===== config.mk =====
export PLATFORM = sky130hd
export DESIGN_NAME = port_uart_tx_flat
export DESIGN_NICKNAME = d
export VERILOG_FILES = /design/src/rtl/port_uart_tx_if.sv /design/src/rtl/port_uart_tx.sv /design/src/flat_wrapper.sv
export SDC_FILE = /design/constraint.sdc
export NUM_CORES = 1
export LEC_CHECK = 0
export ABC_AREA = 1
export BUFFER_PORTS_ARGS = -buffer_cell sky130_fd_sc_hd__buf_2
export CAP_MARGIN = 10
export CORE_ASPECT_RATIO = 1.75
export CORE_MARGIN = 2
export CORE_UTILIZATION = 51
export DETAILED_ROUTE_END_ITERATION = 7
export PLACE_DENSITY = 0.78
export SLEW_MARGIN = 30
export SYNTH_ARGS = -nofsm -noshare
export SYNTH_HDL_FRONTEND = slang
export SYNTH_SLANG_ARGS = --single-unit

===== constraint.sdc =====
create_clock -name clk -period 1.3 [get_ports clk]
set_input_delay 0.13 -clock clk [delete_from_list [all_inputs] [get_ports clk]]
set_output_delay 0.13 -clock clk [all_outputs]
set_load 0.05 [all_outputs]

===== src/rtl/port_uart_tx_if.sv =====
// Output-port side of the serial transmitter: write strobe and byte in, serial line and status out.
// The master side is the datapath (or bench); the transmitter is the slave.
interface port_uart_tx_if;
    logic       wr;
    logic [7:0] din;
    logic       clr_ovr;
    logic       tx;
    logic [7:0] status;

    modport master (
        output wr,
        output din,
        output clr_ovr,
        input  tx,
        input  status
    );

    modport slave (
        input  wr,
        input  din,
        input  clr_ovr,
        output tx,
        output status
    );
endinterface


===== src/rtl/port_uart_tx.sv =====
// 8N1 serial transmitter fed from a datapath output port through a one-entry holding register.
// Status {5'b0, ovr, hold_full, busy} is taken straight from flops for polling via an input port.
module port_uart_tx #(
    parameter int unsigned CLKS_PER_BIT = 16
) (
    input  logic           clk,
    input  logic           reset,
    port_uart_tx_if.slave  bus
);

    localparam int unsigned CntW = (CLKS_PER_BIT > 2) ? $clog2(CLKS_PER_BIT) : 1;
    localparam logic [CntW-1:0] CntReload = CntW'(CLKS_PER_BIT - 1);

    typedef enum logic [1:0] {StIdle, StStart, StData, StStop} state_e;

    state_e          state_q;
    logic [CntW-1:0] cnt_q;
    logic [2:0]      idx_q;
    logic [7:0]      shift_q;
    logic [7:0]      hold_q;
    logic            hold_full_q;
    logic            ovr_q;
    logic            tx_q;

    logic bit_end;
    logic load;
    logic overrun;

    always_comb begin
        bit_end = (cnt_q == '0);
        // Hold drains on entry from IDLE or straight out of the stop bit for back-to-back frames.
        load    = hold_full_q &&
                  ((state_q == StIdle) || ((state_q == StStop) && bit_end));
        overrun = bus.wr && hold_full_q && !load;
    end

    // Holding register and sticky overrun flag.
    always_ff @(posedge clk or posedge reset) begin
        if (reset) begin
            hold_q      <= '0;
            hold_full_q <= 1'b0;
            ovr_q       <= 1'b0;
        end else begin
            if (load) begin
                hold_full_q <= bus.wr;
            end else if (bus.wr) begin
                hold_full_q <= 1'b1;
            end
            if (bus.wr && (load || !hold_full_q)) begin
                hold_q <= bus.din;
            end
            if (overrun) begin
                ovr_q <= 1'b1;
            end else if (bus.clr_ovr) begin
                ovr_q <= 1'b0;
            end
        end
    end

    // Frame sequencer; tx is registered with the value for the state being entered.
    always_ff @(posedge clk or posedge reset) begin
        if (reset) begin
            state_q <= StIdle;
            cnt_q   <= '0;
            idx_q   <= '0;
            shift_q <= '0;
            tx_q    <= 1'b1;
        end else if (load) begin
            state_q <= StStart;
            shift_q <= hold_q;
            cnt_q   <= CntReload;
            idx_q   <= '0;
            tx_q    <= 1'b0;
        end else if (state_q == StIdle) begin
            tx_q <= 1'b1;
        end else if (!bit_end) begin
            cnt_q <= cnt_q - CntW'(1);
        end else begin
            cnt_q <= CntReload;
            case (state_q)
                StStart: begin
                    state_q <= StData;
                    idx_q   <= '0;
                    tx_q    <= shift_q[0];
                end
                StData: begin
                    if (idx_q == 3'd7) begin
                        state_q <= StStop;
                        tx_q    <= 1'b1;
                    end else begin
                        shift_q <= {1'b0, shift_q[7:1]};
                        idx_q   <= idx_q + 3'd1;
                        tx_q    <= shift_q[1];
                    end
                end
                StStop: begin
                    state_q <= StIdle;
                    tx_q    <= 1'b1;
                end
                default: begin
                    state_q <= StIdle;
                    tx_q    <= 1'b1;
                end
            endcase
        end
    end

    assign bus.tx     = tx_q;
    assign bus.status = {5'b0, ovr_q, hold_full_q, (state_q != StIdle)};

endmodule


===== src/flat_wrapper.sv =====
// flat-port wrapper written by rule: the top's interface ports become plain ports
module port_uart_tx_flat 
#(
    parameter int unsigned CLKS_PER_BIT = 16
)
  (clk, reset, bus_wr, bus_din, bus_clr_ovr, bus_tx, bus_status);
  port_uart_tx_if bus_i ();
  input  logic clk;
  input  logic reset;
  input wire logic [$bits(bus_i.wr)-1:0] bus_wr;
  input wire logic [$bits(bus_i.din)-1:0] bus_din;
  input wire logic [$bits(bus_i.clr_ovr)-1:0] bus_clr_ovr;
  output wire logic [$bits(bus_i.tx)-1:0] bus_tx;
  output wire logic [$bits(bus_i.status)-1:0] bus_status;
  assign bus_i.wr = bus_wr;
  assign bus_i.din = bus_din;
  assign bus_i.clr_ovr = bus_clr_ovr;
  assign bus_tx = bus_i.tx;
  assign bus_status = bus_i.status;
  port_uart_tx #(.CLKS_PER_BIT(CLKS_PER_BIT)) u_core (.clk(clk), .reset(reset), .bus(bus_i));
endmodule

# After elaboration in Yosys (flattened, before gate mapping)
# Cells that the tools add are included.
# W data, S select, Z words.
[classes] add_sub_neg=2 muxes=27 n_reduce_logical=21 n_eq_ne=8
[ops] operator="$mux W8" count=5
[ops] operator="$mux W3" count=4
[ops] operator="$mux W4" count=3
[ops] operator="$reduce_bool A2 Y1" count=5
[ops] operator="$mux W1" count=8
[ops] operator="$mux W2" count=4
[ops] operator="$reduce_and A4 Y1" count=2
[ops] operator="$pmux W3 S2" count=1
[ops] operator="$reduce_bool A3 Y1" count=2
[ops] operator="$logic_and A1 B1 Y1" count=5
[ops] operator="$eq A2 B2 Y1 const B" count=2
[ops] operator="$logic_not A4 Y1" count=1
[ops] operator="$ne A2 B1 Y1 const B" count=2
[ops] operator="$pmux W2 S2" count=1
[ops] operator="$sub A4 B1 Y4 const B" count=1
[ops] operator="$add A3 B1 Y3 const B" count=1
[ops] operator="$eq A3 B3 Y1 const B" count=1
[ops] operator="$ne A3 B1 Y1 const B" count=1
[ops] operator="$ne A3 B2 Y1 const B" count=1
[ops] operator="$reduce_and A3 Y1" count=1
[ops] operator="$eq A2 B1 Y1 const B" count=1
[ops] operator="$logic_not A1 Y1" count=2
[ops] operator="$logic_not A2 Y1" count=1
[ops] operator="$logic_or A1 B1 Y1" count=2
[ops] operator="$pmux W1 S2" count=1
[totals] word_cells=66 reg_bits=28 output_inout_bits=9 in_bits=12

# Longest topological paths before layout
# Gate-level depths: netlist (run 1).
[depth] depth_word=7 mapped_depth=10 depth_no_buf=9

# Worst setup path before layout (run 1)
# Ideal clock, no wire load.
[synth_path] kind="reg2reg" from="reg u_core.state_q[0]" to="reg u_core.cnt_q[3]" path_stages_with_launch=9 period_less_slack_ns=1.650 arrival_ns=1.526 n_path_buf=0 setup_ns=0.124 setup_slack_ns=-0.350 path_cell_list="dfrtp_1 > inv_1 > ha_1 > inv_2 > nor2_4 > inv_2 > nand4_1 > xnor2_1 > or2_1"
[synth_between] elab_chain_cells=5 word_cells_on_any_way=7 cone_classes="2 x eq/ne; 1 x mux; 4 x reduce/logical"
[synth_rtl] element="start: declaration" line="port_uart_tx.sv:16" rtl="state_e state_q;"
[synth_rtl] element="start signal: assignment" line="port_uart_tx.sv:63" rtl="state_q <= StIdle;"
[synth_rtl] element="start signal: assignment" line="port_uart_tx.sv:69" rtl="state_q <= StStart;"
[synth_rtl] element="start signal: assignment" line="port_uart_tx.sv:82" rtl="state_q <= StData;"
[synth_rtl] element="$eq A2 B2 Y1" line="port_uart_tx.sv:33" rtl="((state_q == StIdle) || ((state_q == StStop) && bit_end));"
[synth_rtl] element="$logic_and A1 B1 Y1" line="port_uart_tx.sv:33"
[synth_rtl] element="$logic_or A1 B1 Y1" line="port_uart_tx.sv:33"
[synth_rtl] element="$logic_and A1 B1 Y1" line="port_uart_tx.sv:32" rtl="load = hold_full_q &&"
[synth_rtl] element="$ne A2 B1 Y1 (no line) / $mux W4 (equally long branches)"
[synth_rtl] element="end signal: assignment" line="port_uart_tx.sv:71" rtl="cnt_q <= CntReload;"
[synth_rtl] element="end signal: assignment" line="port_uart_tx.sv:77" rtl="cnt_q <= cnt_q - CntW'(1);"
[synth_rtl] element="end signal: assignment" line="port_uart_tx.sv:79" rtl="cnt_q <= CntReload;"
[synth_rtl] element="end: declaration" line="port_uart_tx.sv:17" rtl="logic [CntW-1:0] cnt_q;"
# Several ways; a longest one is shown, not always the timed one.
# A chain may end at the register's enable or synchronous reset.

# Final worst setup path (run 1)
[layout_path] from="reg u_core.cnt_q[1]" to="reg u_core.shift_q[2]"
[layout_between] elab_chain_cells=6 word_cells_on_any_way=10 cone_classes="2 x eq/ne; 1 x mux; 7 x reduce/logical"
[layout_rtl] element="$logic_not A4 Y1 (*)" line="port_uart_tx.sv:30" rtl="bit_end = (cnt_q == '0);"
[layout_rtl] element="$logic_and A1 B1 Y1" line="port_uart_tx.sv:33"
[layout_rtl] element="$logic_or A1 B1 Y1" line="port_uart_tx.sv:33"
[layout_rtl] element="$logic_and A1 B1 Y1" line="port_uart_tx.sv:32"
[layout_rtl] element="$ne A2 B1 Y1 (no line) / $reduce_bool A2 Y1 (equally long branches)"
[layout_rtl] element="$reduce_and A4 Y1 (no line)"
[layout_rtl] element="end signal: assignment" line="port_uart_tx.sv:70" rtl="shift_q <= hold_q;"
[layout_rtl] element="end signal: assignment" line="port_uart_tx.sv:91" rtl="shift_q <= {1'b0, shift_q[7:1]};"
[layout_rtl] element="end: declaration" line="port_uart_tx.sv:19" rtl="logic [7:0] shift_q;"
# Every way passes the cells marked *; elsewhere a longest branch is shown, timed or not.

==> impl_results.md, run 1 <==
- Startpoint Class: register
- Worst reg2reg path endpoint: u_core.shift_q[2]
- Worst-path maximum fanout: 4
- DIE WIDTH: 45.8 um
- Vias in the first global route: around 1400
- Average routed wire per standard cell: 14.3 um
- Via/cell ratio: around 5.3
- Final period utilization: 119%
- WP data required: between 1500 and 2000 ps
- Syn avg cell area: between 7 and 8 um2
- Detailed Route Iter0 Violations: 47
- First-pass GRT wire length: 6150 um
- Reg-to-reg slack, setup: -240 ps
- Failing checks: setup timing
- Row count: 26
- Post-synth cell types: 27
- Critical path class: register to register
- Antenna cell count: 0
- Clk_skew: 3.76 ps
- Fin. max-slew vios: 0
- GRT Util Overall: about a quarter
- Core area: 2930 um2
- Largest family of logic cells by synthesized area: simple AND/OR/NAND/NOR gates
- # setup viols final: 26
- Xor and xnor area share after synthesis: less than 1%
- RSZ-0062 raised after global routing: true
- Number of hold violations in the final report: 0
- Grt total ovfl: 0
- Worst-case reg-to-reg path depth: 10
- Static leakage: between 1 and 1.5 nW
- Hold_sp: bus_clr_ovr
- Largest net degree at the start of global routing: 21
- Top_reg_cell synth: dfrtp_1
- Ys async rst share: 100%
- Synth Area in Adders: 5.63%
- Detailed Routing Iterations Pass 1: 4
- Power per cell area: roughly 700 nW/um2
- Final wirelength: 3870 um
- Post-synthesis mux area share: 0%
- Yosys reg bits: 28
- Hold Path Cell Cnt: 2
- CTS root buf: clkbuf_8
- Hold crit path type: input pin to register
- Vias post-DR: roughly 1400
- Cells after Synth: about 200
- Worst-Skew Late Latency: approximately 280 ps
- Die height: 77.1 um
- Worst setup EP type: register
- Pwr Total: about 1.6 mW
- Port Buf Inserts: 15
- Setup_tns: -4370 ps
- DIE AREA: 3530 um2
- Clk buf depth: 2
- Layout cells sized above 1: a little over two fifths
- Max frequency: around 0.65 GHz
- DP Wirelength: ~2700 um
- CTS buffer count: 3
- Status: finished, violations left
- Clock sinks: 28
- Post-route ant nets: 0
- Maxcap violations: 0
- Synthesized area: 1560 um2
- Fin nets: about 260
- VDD IR max: about 0.0009 V
- CP arrival: between 1500 and 2000 ps
- CTS tree: done
- Initial Util: ~53%
- Post-layout min period: about 1500 ps
- Inst Count DP: 257
- Hold path endpoint: u_core.ovr_q
- Top Ports: 21
- Layout area overhead: 42.0%
- Initial antenna violation count: 0
- Sequential share of the synthesized area: between 40 and 50%
- H-Tree Depth: 1
- Worst setup margin: -242 ps
- YS warnings: 0
- EDFF count, synth: 0
- Worst r2r src: u_core.cnt_q[1]
- Post-synthesis compound-gate area fraction: roughly 4.0%
- Worst-path clk slew: 90 ps
- Post-Synth Simple-Gate Area: 35.0%
- Drt drc: 0
- Final Non-Filler Cells: ~270
- Routability congestion estimate: between 0.7 and 0.8
==> logic make-up after synthesis <==
| family | count (synthesis) |
|---|---|
| DFF | 28 |
| adders and majority gates | 7 |
| other | 1 |
| xor gates and xnor gates | 1 |
| and+or+nand+nor | 121 |
| buffers and inverters | 28 |
| AOI/OAI and AO/OA | 9 |
==> cell usage after synthesis, drive strengths merged (2+ instances only) <==
library cell	count	area, um2
nand2	80	318
nand3	30	168
dfrtp	27	676
inv	16	60.1
buf	11	83.8
nor2	8	40.0
ha	7	87.6
o21ai	5	25.0
o211ai	2	15.0
or2	2	12.5
==> worst max-delay path: stages, from the launching register on <==
cell     delay, ps
dfrtp_1        410
inv_2           90
ha_4           170
buf_12         110
nand2_4         50
nor2_4         100
inv_2           80
a21oi_4        170
buf_4          160
nand3_2         60
nand2_1         80
==> power breakdown <==
part / switching (mW) / internal, mW / leakage, nW
Sequential: 0.0162 / 0.902 / 0.337
Combinational: 0.0807 / 0.0336 / 0.821
Clock: 0.268 / 0.272 / 0.0288
Total: 0.365 / 1.21 / 1.19
==> area by class of cell <==
class                           count  area [um2]
Inverter                           16        70.1
Sequential cell                    28         703
Tap cell                           28        35.0
Timing Repair Buffer               51         438
Fill cell                         190         718
Clock buffer                        4        55.1
Multi-Input combinational cell    144         908
==> state kept, by name, summed over array words and instances, names as in the netlist <==
| name | cells |
|---|---|
| u_core.ovr_q | 1 |
| u_core.cnt_q | 4 |
| u_core.idx_q | 3 |
| u_core.bus.tx | 1 |
| u_core.shift_q | 8 |
| u_core.state_q | 2 |
| u_core.hold_q | 8 |
| u_core.hold_full_q | 1 |
==> layout by cell type, fill, tap and decap left out, drive strengths merged, types with 2 or more instances in the layout <==
cell,count
buf,50
nand3,30
clkbuf,4
nor2,8
o21ai,5
inv,16
or2,2
conb,5
dfrtp,27
o211ai,2
ha,7
nand2,81
==> per-layer routing <==
metal  vias to the layer above  GRT usage [%]  wire [um]
met4                         0           11.4        121
met5                         -              0          0
met1                       669           27.6       1420
met3                        12           1.65        112
li1                        701              -          -
met2                        46           41.1       2210
==> repair_timing <==
item,in CTS,in global routing
endpoints found under the setup margin,27,28
hold buffers,1,0
resized for setup,33,18
gates cloned,0,1
pin swaps,5,8
buffers inserted,4,5
hold endpoints to repair,7,0
==> per-stage QoR <==
stage                     worst slack (ps)  hold slack (ps)  utilization [%]  instance area [um2]
after floorplan                       -114              195                -                 1630
after global placement                -202              127             64.2                 1880
after detailed placement              -256              135             64.2                 1880
after CTS                             -177             13.7             71.7                 2100
after global routing                  -289             23.3             75.5                 2210
final                                 -242             18.3             75.5                 2210
==> how the worst max path moves through the flow <==
stage                         to              start  slack, ps  cells after the start
2_1_floorplan    u_core.cnt_q[3]  u_core.state_q[0]       -110                      8
3_3_place_gp     u_core.idx_q[1]    u_core.cnt_q[1]       -200                     10
3_5_place_dp     u_core.idx_q[1]    u_core.cnt_q[1]       -260                     10
4_1_cts          u_core.cnt_q[3]  u_core.state_q[0]       -180                      7
5_1_grt        u_core.shift_q[3]    u_core.cnt_q[1]       -290                     10
6_report       u_core.shift_q[2]    u_core.cnt_q[1]       -240                     10
Power figures use the tool's default switching activity.
==> inputs of run 2 (changes only) <==
Settings changed: SKIP_CTS_REPAIR_TIMING set to 1.
==> run 2 against run 1 <==
The flow still finishes with violations (setup timing). Sequential share of layout area fell by 0.29 points. Clock power is 2% higher. Die area did not move. Routed wire length up 2.3%. Critical path depth stayed put. Final area is 0.91% higher. Count of clock-buffer cells in the layout stayed put. Hold slack worse by 5.9 ps.
==> impl_results.md, run 2 (synthesized netlist as in run 1, its figures left out) <==
- Status: finished, violations left (unchanged)
- Failing checks: setup timing (unchanged)
- Port Buf Inserts: 15 (unchanged)
- Max frequency: 0.648 GHz (was 0.649 GHz)
- VDD IR max: 0.000920 V (was 0.000875 V)
- WP data required: 1480 ps (was 1520 ps)
- Fin. max-slew vios: 0 (unchanged)
- # setup viols final: 22 (was 26)
- Via/cell ratio: 5.22 (was 5.27)
- Initial Util: 53.2% (unchanged)
- Clk buf depth: 2 (unchanged)
- Detailed Routing Iterations Pass 1: 4 (unchanged)
- CTS root buf: clkbuf_8 (unchanged)
- Max incr delay on CP: 410 ps (about the same)
- Worst setup margin: -243 ps (was -242 ps)
- Most frequent cells in the layout: 62 x nand2_1, 26 x dfrtp_1, 25 x buf_4, 18 x nand3_1 (was 67 x nand2_1, 26 x dfrtp_1, 23 x buf_4, 20 x nand3_1, 14 x buf_2)
- Grt total ovfl: 0 (unchanged)
- Detailed Route Iter0 Violations: 41 (was 47)
- Fin nets: 264 (was 263)
- Startpoint Class: register (unchanged)
- Worst-Skew Late Latency: 280 ps (about the same)
- FILL cells: 199 (was 190)
- Maxcap violations: 0 (unchanged)
- Layout cells sized above 1: 45.5% (was 42.4%)
- Die height: 77.1 um (unchanged)
- Routability congestion estimate: 0.798 (unchanged)
- DIE WIDTH: 45.8 um (unchanged)
- Final period utilization: 119% (about the same)
- RSZ-0062 raised after global routing: true (unchanged)
- Placed inst area: 1880 um2 (unchanged)
- Power per cell area: 709 nW/um2 (was 711 nW/um2)
- Clock sinks: 28 (unchanged)
- Layout area overhead: 43.2% (was 42.0%)
- GRT Util Overall: 22.3% (was 23.6%)
- H-Tree Depth: 1 (unchanged)
- Hold crit path type: input pin to register (unchanged)
- CTS tree: done (unchanged)
- Vias post-DR: 1421 (was 1428)
- Critical path, cell by cell: inv_2 > ha_4 > nand3_4 > nand2_8 > nand2_8 > buf_6 > o21ai_0 > nand2_1 > nand2_1 > nand2_1 (was inv_2 > ha_4 > buf_12 > nand2_4 > nor2_4 > inv_2 > a21oi_4 > buf_4 > nand3_2 > nand2_1)
- Worst-path clk slew: 90 ps (about the same)
- CTS buffer count: 3 (unchanged)
- Delay-heaviest family, CP: simple AND/OR/NAND/NOR gates (was buffers and inverters)
- Row count: 26 (unchanged)
- Finished Cell Area: 2230 um2 (was 2210 um2)
- Number of hold violations in the final report: 0 (unchanged)
- Post-route ant nets: 0 (unchanged)
- First-pass GRT wire length: 5840 um (was 6150 um)
- DP Wirelength: 2720 um (unchanged)
- Initial antenna violation count: 0 (unchanged)
- Most common cell on crit path: nand2_1 (was inv_2)
- Largest net degree at the start of global routing: 21 (unchanged)
- Static leakage: 1.15 nW (was 1.19 nW)
- Worst-path maximum fanout: 6 (was 4)
- Final hold slack: 12.3 ps (was 18.3 ps)
- Core area: 2930 um2 (unchanged)
- Antenna cell count: 0 (unchanged)
- Average routed wire per standard cell: 14.5 um (was 14.3 um)
- Most common cell after layout, fill and taps aside: nand2_1 (unchanged)
- Vias in the first global route: 1364 (was 1416)
- WP buf/inv: 2 (was 4)
- Worst setup EP type: register (unchanged)
- Top Ports: 21 (unchanged)
- Biggest regs: u_core.hold_q (8), u_core.shift_q (8), u_core.cnt_q (4) (unchanged)
- Drt drc: 0 (unchanged)
- Critical path class: register to register (unchanged)
- Clk_skew: 5.98 ps (was 3.76 ps)
- DIE AREA: 3530 um2 (unchanged)
- CP max-delay cell: dfrtp_1 (unchanged)
- Post-layout min period: 1540 ps (about the same)
- Final wirelength: 3960 um (was 3870 um)
- CP arrival: 1730 ps (was 1760 ps)
==> run 2: cell types whose count changed in the layout (fill, tap and decap cells not counted), moves of 3 or more <==
cell	delta
nand2_2	+7
nand2_4	-5
o21ai_0	+3
nand2_1	-5
==> run 2: area by class of cell <==
class,count,area [um2],area share [%]
Multi-Input combinational cell,143,931,41.8
Sequential cell,28,703,31.5
Timing Repair Buffer,53,435,19.5
Inverter,16,70.1,3.14
Clock buffer,4,55.1,2.47
Tap cell,28,35.0,1.57
==> run 2: final timing paths <==
kind,from,end,slack [ps],cells after the start
setup / recovery,u_core.cnt_q[1],u_core.state_q[0],-240,10
hold / removal,bus_clr_ovr,u_core.ovr_q,10,2
setup reg to reg,u_core.cnt_q[1],u_core.state_q[0],-240,10
hold reg to reg,u_core.hold_q[4],u_core.hold_q[4],480,2
max in group asynchronous,reset,u_core.hold_full_q,490,4
min in group asynchronous,reset,u_core.cnt_q[2],370,3
==> run 2: per-layer routing <==
layer	wire length, um	track usage [%]	vias to the layer above
met5	0	0	-
met4	106	10.0	0
met3	69	1.65	9
met2	2260	40.0	23
met1	1520	25.1	687
li1	-	-	702
==> run 2: power breakdown <==
| part | leakage (nW) | switching [mW] | internal [mW] | total, mW |
|---|---|---|---|---|
| combinational | 0.785 | 0.0804 | 0.0335 | 0.114 |
| sequential | 0.337 | 0.0160 | 0.902 | 0.918 |
| clock | 0.0288 | 0.277 | 0.272 | 0.549 |
| total | 1.15 | 0.373 | 1.21 | 1.58 |
==> run 2: per-stage QoR <==
stage / TNS [ps] / power (mW) / std cells / util (%) / setup slack [ps]
after floorplan: -1410 / 1.03 / 199 / - / -114
after global placement: -2620 / 1.04 / 257 / 64.2 / -202
after detailed placement: -3610 / 1.05 / 257 / 64.2 / -256
after CTS: -4350 / 1.58 / 261 / 66.1 / -280
after global routing: -4850 / 1.63 / 272 / 76.2 / -282
final: -3210 / 1.58 / 272 / 76.2 / -243
==> inputs of run 3 (changes only) <==
Settings changed: RECOVER_POWER set to 50.
==> run 3 against run 2 <==
Final cell count is the same. Largest power group unchanged. Hold slack about the same. Routed wire length is essentially flat. Utilization down 0.51 points. Sequential power about the same. Via count about the same. Critical endpoint unchanged. The flow still finishes with violations (setup timing). Worst setup slack barely moved. Global-route usage unchanged. Register-to-register slack about the same. Clock power about the same. Count of clock-buffer cells in the layout is the same.
==> impl_results.md, run 3 (synthesized netlist as in run 1, its figures left out) <==
- Pwr Total: 1.57 mW (was 1.58 mW)
- H-Tree Depth: 1 (unchanged)
- DIE WIDTH: 45.8 um (unchanged)
- Vias in the first global route: 1364 (unchanged)
- Number of hold violations in the final report: 0 (unchanged)
- GRT Util Overall: 22.3% (unchanged)
- Worst-Skew Late Latency: 280 ps (about the same)
- Max frequency: 0.648 GHz (about the same)
- Average routed wire per standard cell: 14.5 um (about the same)
- Top Metal Used: met4 (unchanged)
- Power per cell area: 711 nW/um2 (was 709 nW/um2)
- Startpoint Class: register (unchanged)
- Critical path class: register to register (unchanged)
- Critical path, cell by cell: inv_2 > ha_4 > nand3_4 > nand2_8 > nand2_8 > buf_6 > o21ai_0 > nand2_1 > nand2_1 > nand2_1 (unchanged)
- Final period utilization: 119% (about the same)
- Maxcap violations: 0 (unchanged)
- Most common cell on crit path: nand2_1 (unchanged)
- Most common cell after layout, fill and taps aside: nand2_1 (unchanged)
- Static leakage: 1.15 nW (about the same)
- Failing checks: setup timing (unchanged)
- Vias post-DR: 1420 (was 1421)
- Fin. max-slew vios: 0 (unchanged)
- Max incr delay on CP: 410 ps (about the same)
- Row count: 26 (unchanged)
- Layout area overhead: 42.3% (was 43.2%)
- Initial Util: 53.2% (unchanged)
- Initial antenna violation count: 0 (unchanged)
- Detailed Routing Iterations Pass 1: 4 (unchanged)
- Status: finished, violations left (unchanged)
- Top Ports: 21 (unchanged)
- Fin nets: 264 (unchanged)
- Detailed Route Iter0 Violations: 41 (unchanged)
- # setup viols final: 22 (unchanged)
- Met2 routed WL: 2260 um (about the same)
- Clock sinks: 28 (unchanged)
- Port Buf Inserts: 15 (unchanged)
- Via/cell ratio: 5.22 (about the same)
- Antenna cell count: 0 (unchanged)
- Core area: 2930 um2 (unchanged)
- Grt total ovfl: 0 (unchanged)
- Die height: 77.1 um (unchanged)
- DP Wirelength: 2720 um (unchanged)
- Clk buf depth: 2 (unchanged)
- Hold crit path type: input pin to register (unchanged)
- Met3 wire length: 69 um (unchanged)
- CTS root buf: clkbuf_8 (unchanged)
- CTS tree: done (unchanged)
- Post-route ant nets: 0 (unchanged)
- DIE AREA: 3530 um2 (unchanged)
- CP max-delay cell: dfrtp_1 (unchanged)
- VDD IR max: 0.000920 V (about the same)
- Worst-path maximum fanout: 6 (unchanged)
- Worst-path clk slew: 90 ps (about the same)
- Final Util: 75.6% (was 76.2%)
- CTS buffer count: 3 (unchanged)
- WP buf/inv: 2 (unchanged)
- Routability congestion estimate: 0.798 (unchanged)
- First-pass GRT wire length: 5840 um (unchanged)
- CP arrival: 1730 ps (about the same)
- Worst r2r src: u_core.cnt_q[1] (unchanged)
- WP data required: 1480 ps (about the same)
- Worst setup margin: -243 ps (about the same)
- Worst setup EP type: register (unchanged)
- Hold_sp: bus_clr_ovr (unchanged)
- Most frequent cells in the layout: 62 x nand2_1, 26 x dfrtp_1, 25 x buf_4, 18 x nand3_1, 15 x buf_2 (was 62 x nand2_1, 26 x dfrtp_1, 25 x buf_4, 18 x nand3_1)
- Final wirelength: 3960 um (about the same)
- Largest net degree at the start of global routing: 21 (unchanged)
- Total routed wire length on the met1 layer: 1520 um (unchanged)
- Layout cells sized above 1: 45.5% (unchanged)
- Delay-heaviest family, CP: simple AND/OR/NAND/NOR gates (unchanged)
- RSZ-0062 raised after global routing: true (unchanged)
- Clk_skew: 5.98 ps (unchanged)
- Drt drc: 0 (unchanged)
- Reg-to-reg slack, setup: -240 ps (about the same)
- Post-layout min period: 1540 ps (about the same)
- Critical path origin: u_core.cnt_q[1] (unchanged)
- Biggest regs: u_core.hold_q (8), u_core.shift_q (8), u_core.cnt_q (4) (unchanged)
run 3: cell type report:
cell class                 instances  area (um2)
clock buffer                       4        55.1
sequential                        28         703
timing repair buffer              53         420
fill                             200         713
multi-input combinational        143         931
inverter                          16        70.1
tap                               28        35.0
run 3: worst paths after layout:
kind / end / depth (start not counted)
setup reg to reg: u_core.state_q[0] / 10
max in group asynchronous: u_core.hold_full_q / 4
setup / recovery: u_core.state_q[0] / 10
hold reg to reg: u_core.hold_q[4] / 2
hold / removal: u_core.ovr_q / 2
min in group asynchronous: u_core.cnt_q[2] / 3
run 3: power breakdown:
group	switching [mW]	internal [mW]
Combinational	0.0794	0.0286
Clock	0.277	0.272
Sequential	0.0159	0.902
run 3: layer usage:
layer	GRT usage (%)	up-vias
li1	-	702
met1	25.1	686
met2	40.0	23
met3	1.65	9
met4	10.0	0
met5	0	-
run 3: stage by stage:
| stage | hold WS, ps | std cells | instance area, um2 | setup slack (ps) | TNS (ps) |
|---|---|---|---|---|---|
| finish | 12.3 | 272 | 2210 | -243 | -3210 |
| global placement | 127 | 257 | 1880 | -202 | -2620 |
| detailed placement | 135 | 257 | 1880 | -256 | -3610 |
| CTS | -169 | 261 | 1930 | -280 | -4350 |
| global route | 20.3 | 272 | 2210 | -282 | -4950 |
| floorplan | 195 | 199 | 1630 | -114 | -1410 |
